**src/rtl/demux_1to2_buf.sv**
```systemverilog
// Registered 1:2 demultiplexer: each output owns a small valid/ready FIFO.
// Define DEMUX_COUNT_EN to add per-output 16-bit pop counters (Out0Count/Out1Count).
module demux_1to2_buf #(
  parameter int WIDTH = 16,
  parameter int DEPTH = 2
) (
  input  logic             Clock,
  input  logic             Reset_n,
  input  logic             InValid,
  output logic             InReady,
  input  logic [WIDTH-1:0] InData,
  input  logic             Selector,
  output logic             Out0Valid,
  input  logic             Out0Ready,
  output logic [WIDTH-1:0] Out0Data,
  output logic             Out1Valid,
  input  logic             Out1Ready,
  output logic [WIDTH-1:0] Out1Data
`ifdef DEMUX_COUNT_EN
  ,
  output logic [15:0]      Out0Count,
  output logic [15:0]      Out1Count
`endif
);

  localparam int AW = $clog2(DEPTH);

  logic [WIDTH-1:0] mem    [2][DEPTH];
  logic [AW-1:0]    wr_ptr [2];
  logic [AW-1:0]    rd_ptr [2];
  logic [AW:0]      count  [2];

  logic [1:0] full;
  logic [1:0] valid;
  logic [1:0] push;
  logic [1:0] pop;
  logic [1:0] ready;

  assign ready = {Out1Ready, Out0Ready};

  // NOTE: every signal gets a value on every path through always_comb, so no latch is inferred.
  always_comb begin
    full  = '0;
    valid = '0;
    push  = '0;
    pop   = '0;
    for (int s = 0; s < 2; s++) begin
      full[s]  = (count[s] == (AW+1)'(DEPTH));
      valid[s] = (count[s] != '0);
      // A full side refuses the word even if it pops this cycle.
      push[s]  = InValid && !full[s] && (Selector == 1'(s));
      pop[s]   = valid[s] && ready[s];
    end
  end

  assign InReady = !full[Selector];

  // NOTE: sequential state uses non-blocking assignments so every update reads pre-edge values.
  always_ff @(posedge Clock or negedge Reset_n) begin
    if (!Reset_n) begin
      for (int s = 0; s < 2; s++) begin
        wr_ptr[s] <= '0;
        rd_ptr[s] <= '0;
        count[s]  <= '0;
      end
    end else begin
      for (int s = 0; s < 2; s++) begin
        if (push[s]) wr_ptr[s] <= wr_ptr[s] + 1'b1;
        if (pop[s])  rd_ptr[s] <= rd_ptr[s] + 1'b1;
        case ({push[s], pop[s]})
          2'b10:   count[s] <= count[s] + 1'b1;
          2'b01:   count[s] <= count[s] - 1'b1;
          default: count[s] <= count[s];
        endcase
      end
    end
  end

  // NOTE: storage is deliberately not reset; an empty side forces its data output to zero instead.
  always_ff @(posedge Clock) begin
    for (int s = 0; s < 2; s++) begin
      if (push[s]) mem[s][wr_ptr[s]] <= InData;
    end
  end

  assign Out0Valid = valid[0];
  assign Out1Valid = valid[1];
  assign Out0Data  = valid[0] ? mem[0][rd_ptr[0]] : '0;
  assign Out1Data  = valid[1] ? mem[1][rd_ptr[1]] : '0;

`ifdef DEMUX_COUNT_EN
  logic [15:0] pop_count [2];

  always_ff @(posedge Clock or negedge Reset_n) begin
    if (!Reset_n) begin
      pop_count[0] <= '0;
      pop_count[1] <= '0;
    end else begin
      for (int s = 0; s < 2; s++) begin
        if (pop[s]) pop_count[s] <= pop_count[s] + 16'd1;
      end
    end
  end

  assign Out0Count = pop_count[0];
  assign Out1Count = pop_count[1];
`endif

endmodule

```
**config.mk**
```make
export PLATFORM = sky130hd
export DESIGN_NAME = demux_1to2_buf
export DESIGN_NICKNAME = d
export VERILOG_FILES = /design/src/rtl/demux_1to2_buf.sv
export SDC_FILE = /design/constraint.sdc
export NUM_CORES = 1
export LEC_CHECK = 0
export CORE_ASPECT_RATIO = 0.7
export CORE_MARGIN = 2
export CORE_UTILIZATION = 55
export CTS_CLUSTER_SIZE = 14
export DETAILED_ROUTE_END_ITERATION = 16
export PLACE_DENSITY = 0.86
export SLEW_MARGIN = 20
export SYNTH_ARGS = -nofsm -noshare
export SYNTH_HDL_FRONTEND = slang
export SYNTH_SLANG_ARGS = --single-unit
```
**constraint.sdc**
```tcl
create_clock -name Clock -period 2.85 [get_ports Clock]
set_clock_uncertainty 0.1 [all_clocks]
set_input_delay 0.7125 -clock Clock [delete_from_list [all_inputs] [get_ports Clock]]
set_output_delay 0.7125 -clock Clock [all_outputs]
set_load 0.05 [all_outputs]
```
==> results.md, run 1 <==
- Worst-path clk slew: 0.07 ns
- Mean post-synth cell area: 16.4 sq um
- Outcome: complete, no violations
- Most Crowded Layer GR: met2
- CTS max path bufs: 2
- Detail Route Antenna Nets: 0
- Die H: 64.1 um
- Pwr dens: 1300 nW/um^2
- Maxcap violations: 0
- DR WL/cell: 18.4 um
- Worst slack, placed: 0.271 ns
- Worst vdd ir: 0.912 mV
- Startpoint type of the worst setup path: flop
- Crit path arrival time: 1.82 ns
- Max FO, Critical Path: 9
- First-pass DRT Iterations: 5
- Synth cell types: 18
- Total GRT Usage: 22.4%
- Clock tree from TritonCTS: yes
- Clk Latency, worst-skew pair: 0.33 ns
- Num ports: 57
- Top_reg_cell synth: edfxtp_1
- M1 GR Usage: 27.1%
- Synthesis-stage register bit count: 72
- Final hold vios: 0
- Layout Nets: 267
- # resized after CTS: 0
- Drt first-iter violations: 135
- First-pass GRT wire length: 9140 um
- Synth top cells by count: edfxtp_1, nor2_1, mux2i_1
- # rows: 21
- CTS Sinks: 72
- Antenna diode count: 0
- Hold_buf cts: 0
- Initial Util: 58.1%
- Drt via density: 5.14
- Synth area leader: edfxtp_1
- Most common cell in the netlist: edfxtp_1
- Min-Delay Path Class: reg2reg
- Core area: 4890 sq um
- Async SR Flop Fraction: 11.1%
- Final core area utilization: 82.0%
- Unrepaired setup endpoints after global routing: no
- Setup_tns: 0 ns
- Yosys warns: 0
- Final setup viols: 0
- Post-DP HPWL: 3950 um
- Post-synth EDFFs: 64
- Total global routing overflow: 0
- Tmin final: 2.63 ns
- Root buf cell: clkbuf_8
- Worst setup EP type: output port
- IO Port Bufs: 56
- Top cells by area, synth: edfxtp_1, mux2i_1, dfrtp_1
- Fin crit share: 92.4%
- Seq/Total Area, Yosys: 74.7%
- Worst slew margin: 64.3%
- CTS Buf Count: 9
- Share of layout cells above drive strength 1: 25.4%
- GR Layer Usage met2: 38.3%
- Worst EP required: 2.04 ns
- Via count: 1,630
- Static leakage: 1.57 nW
- Setup CP Type: reg2out
- Final Max Slew Viols: 0
- Die width: 89.9 um
- F_max: 380 MHz
- Post-Synthesis Cells: 173
- Setup ws final: 0.216 ns
- Detailed Route WL: 5830 um
- RD Place Congestion: 0.717
- Die Area: 5760 sq um
- Pin count of the biggest net entering global routing: 18
- Number of antenna violations at the first check in global routing: 0
- Slew @ Worst Pin: 0.536 ns
- Mapped Area: 2840 sq um
- Fillers: 256
- H-tree levels: 3
- Buffer count from post-CTS setup fixing: 0
- P&R area growth vs syn: 41.2%
- Post-synth top area share: 67.7%
- Met3 Use GR: 9.67%
- Vias in the first global route: 1,666
- Post-route DRC violation count: 0
- Mapped Nets: 197
-- through the flow --
step | hold WS (ns) | cell area [sq um] | power, W | std cells
2_1_floorplan | 0.317 | 2840 | 0.00308 | 173
3_3_place_gp | 0.381 | 3820 | 0.00441 | 301
3_5_place_dp | 0.394 | 3820 | 0.00446 | 301
4_1_cts | 0.403 | 4010 | 0.00525 | 317
5_1_grt | 0.412 | 4010 | 0.00541 | 317
6_report | 0.406 | 4010 | 0.00520 | 317
-- layer usage --
metal | vias up | share of wire, %
met1 | 795 | 40
met2 | 72 | 52
met5 | - | 0
li1 | 761 | -
met4 | 0 | 0.31
met3 | 2 | 6.8
-- cells by family (layout without fill, tap and decap cells) --
logic type                 Yosys count  count (layout)  share of synthesized area, %
DFF                                 72              72                          74.7
xor gates and xnor gates            10              10                          3.08
muxes                               33              33                          11.7
adders and majority gates            2               2                         0.881
buffers and inverters               10              85                          2.29
and+or+nand+nor                     46              46                          7.32
-- sequential cells by signal, summed over array words and instances (netlist names) --
name,flops
mem,64
count,4
rd_ptr,2
wr_ptr,2
-- where the power goes --
group	leakage [nW]	switching, W	total, W	internal, W
clock	0.100	0.000344	0.000768	0.000424
combinational	0.789	0.00167	0.00296	0.00129
sequential	0.678	0.000130	0.00147	0.00134
-- worst max-delay path: stages, from the launching register on --
cell,delay [ns]
dfrtp_1,0.65
buf_4,0.30
mux2i_1,0.26
nor2_1,0.10
buf_12,0.18
-- cells in the final DEF (no fill, tap or decap), drive strengths merged --
cell type      instances
edfxtp                64
buf                   43
nor2                  40
mux2i                 32
clkdlybuf4s50         22
clkbuf                12
dfrtp                  8
xnor2                  6
inv                    4
xor2                   4
clkinv                 3
nand2b                 2
nor2b                  2
ha                     2
nand3                  1
nand3b                 1
mux2                   1
bufinv                 1
-- worst paths after layout --
path / endpoint / start / slack [ns] / cells after the start
min in group asynchronous: count[0] / Reset_n / 0.56 / 1
max reg2reg: count[3] / count[3] / 0.99 / 5
max in group asynchronous: rd_ptr[1] / Reset_n / 1.83 / 1
max: Out0Data[1] / rd_ptr[1] / 0.22 / 4
min reg2reg: wr_ptr[0] / wr_ptr[0] / 0.41 / 1
min: wr_ptr[0] / wr_ptr[0] / 0.41 / 1
-- layout make-up --
cell class	instances	area (sq um)	share of cell area [%]
clock buffer	12	145	3.62
clock inverter	4	45.0	1.12
inverter	4	15.0	0.375
multi-input combinational	91	652	16.3
sequential	72	2120	52.9
tap	69	86.3	2.15
timing repair buffer	65	943	23.5
Note: power is estimated with default switching activity, not from simulation.
==> inputs of run 2 (changes only) <==
Settings changed: CAP_MARGIN set to 25, CORE_MARGIN 2 to not set.
==> run 2 against run 1 <==
Compared with the run above: flip-flop and latch count unchanged; critical endpoint is now Out1Data[8]; fmax increased by 1.9%; total power shrank 1.4%; critical path depth unchanged; largest power group unchanged; cell area about the same; core utilization up 0.42 points; highest routed layer unchanged; final cell count unchanged; count of clock-buffer cells in the layout down 3; register-to-register slack improved by 0.10 ns; critical path type unchanged; worst setup slack improved by 0.049 ns; hold slack improved by 0.022 ns; non-clock buffer count stayed put.
==> results.md, run 2 (synthesis gave the netlist of run 1 again) <==
- Die H: 62.1 um (-3.1%)
- Core area: 4860 sq um (-0.54%)
- DR WL/cell: 17.7 um (-4.0%)
- Buffer count from post-CTS setup fixing: 0 (unchanged)
- Worst vdd ir: 0.795 mV (-13%)
- Worst slew margin: 63.7% (-0.53 points)
- Die Area: 5460 sq um (-5.3%)
- CTS max path bufs: 2 (unchanged)
- IO Port Bufs: 56 (unchanged)
- Number of antenna violations at the first check in global routing: 0 (unchanged)
- Fillers: 237 (-7.4%)
- Unrepaired setup endpoints after global routing: no
- Detail Route Antenna Nets: 0 (unchanged)
- Setup_tns: 0 ns (unchanged)
- Share of layout cells above drive strength 1: 27.4% (+2.0 points)
- Vias in the first global route: 1,717 (+3.1%)
- Total global routing overflow: 0 (unchanged)
- First-pass GRT wire length: 8800 um (-3.6%)
- Final core area utilization: 82.4% (+0.42 points)
- Worst-path clk slew: 0.07 ns (about the same)
- RD Place Congestion: 0.733 (+2.2%)
- Root buf cell: clkbuf_8
- Max reg flops: 64 (unchanged)
- Outcome: complete, no violations
- F_max: 387 MHz (+1.9%)
- Static leakage: 1.55 nW (-0.98%)
- CTS Sinks: 72 (unchanged)
- Drt via density: 5.13 (-0.18%)
- Final Non-Filler Cells: 317 (unchanged)
- Placed Area: 3840 sq um (+0.46%)
- Final non-filler cell area: 4010 sq um (about the same)
- Die width: 87.9 um (-2.2%)
- P&R area growth vs syn: 41.2% (about the same)
- Clock tree from TritonCTS: yes
- Total GRT Usage: 23.3% (+0.88 points)
- Num ports: 57 (unchanged)
- First-pass DRT Iterations: 5 (unchanged)
- Min-Delay Path Class: reg2reg
- Max FO, Critical Path: 11 (+2)
- Maxcap violations: 0 (unchanged)
- CTS Buf Count: 9 (unchanged)
- Tmin final: 2.59 ns (-0.0492 ns)
- Commonest non-fill, non-tap cell in the layout: edfxtp_1
- Setup CP Type: reg2out
- Worst EP required: 2.04 ns (about the same)
- Most frequent cells in the layout: edfxtp_1, nor2_1, buf_12
- Clk Latency, worst-skew pair: 0.35 ns (+0.02 ns)
- H-tree levels: 3 (unchanged)
- Via count: 1,627 (-0.18%)
- Placed Instances: 301 (unchanged)
- Startpoint type of the worst setup path: flop
- # rows: 21 (unchanged)
- Detailed Route WL: 5600 um (-4.0%)
- Post-DP HPWL: 3840 um (-3.0%)
- Final Max Slew Viols: 0 (unchanged)
- Fin crit share: 90.7% (-1.7 points)
- Pwr dens: 1280 nW/um^2 (-1.4%)
- Initial Util: 58.4% (+0.31 points)
- Worst setup EP type: output port
- Pin count of the biggest net entering global routing: 18 (unchanged)
- Worst slack, placed: 0.268 ns (-0.00319 ns)
- Antenna diode count: 0 (unchanged)
- Crit path arrival time: 1.77 ns (-0.05 ns)
- Layout Nets: 267 (unchanged)
- Drt first-iter violations: 117 (-13%)
- Final setup viols: 0 (unchanged)
- Setup ws final: 0.265 ns (+0.0492 ns)
- Slew @ Worst Pin: 0.544 ns (+0.00854 ns)
- Post-route DRC violation count: 0 (unchanged)
- Final hold vios: 0 (unchanged)
-- run 2: changes by cell type in the layout (fill, tap and decap cells not counted), sizes merged --
cell      previous run  this run
clkinvlp             0         3
bufinv               1         0
inv                  4         5
clkbuf              12         9
-- run 2: per-stage QoR --
| stage | power, W | hold WS, ns |
|---|---|---|
| floorplan | 0.00308 | 0.317 |
| global placement | 0.00442 | 0.383 |
| detailed placement | 0.00447 | 0.404 |
| CTS | 0.00516 | 0.426 |
| global route | 0.00532 | 0.452 |
| finish | 0.00513 | 0.428 |
-- run 2: what timing repair did --
item | CTS | global route
setup endpoints to repair | 0 | 12
hold buffers | 0 | 0
gates resized for setup | 0 | 1
endpoints found under the hold margin | 0 | 0
-- run 2: power by group --
part           switching [W]  internal (W)
sequential          0.000182       0.00134
combinational        0.00162       0.00130
clock               0.000372      0.000313
-- run 2: final timing paths --
check                           from          end  slack, ns  cells after the start
setup / recovery           rd_ptr[0]  Out1Data[8]       0.26                      4
hold / removal              count[3]     count[3]       0.43                      1
setup reg to reg            count[2]     count[3]       1.09                      5
hold reg to reg             count[3]     count[3]       0.43                      1
max in group asynchronous    Reset_n    rd_ptr[1]       1.81                      1
min in group asynchronous    Reset_n     count[0]       0.54                      1
-- run 2: layout make-up --
cell class                      count  area (sq um)  area share (%)
Tap cell                           69          86.3            2.15
Inverter                            4          15.0           0.375
Timing Repair Buffer               65           956            23.9
Multi-Input combinational cell     91           657            16.4
Clock inverter                      7          46.3            1.16
Clock buffer                        9           124            3.09
Sequential cell                    72          2120            53.0
-- run 2: critical path, cell delays in order (launching register included) --
cell     delay [ns]
dfrtp_1        0.58
buf_4          0.31
mux2i_1        0.11
nor2_1         0.24
buf_12         0.18
-- run 2: per-layer routing --
metal	share of wire, %	wire length [um]	up-vias	GRT usage [%]
met3	7.3	409	6	7.31
met4	0.64	36	0	10.5
met1	43	2420	783	30.3
li1	-	-	760	-
met5	0	0	-	0
met2	49	2730	78	36.0
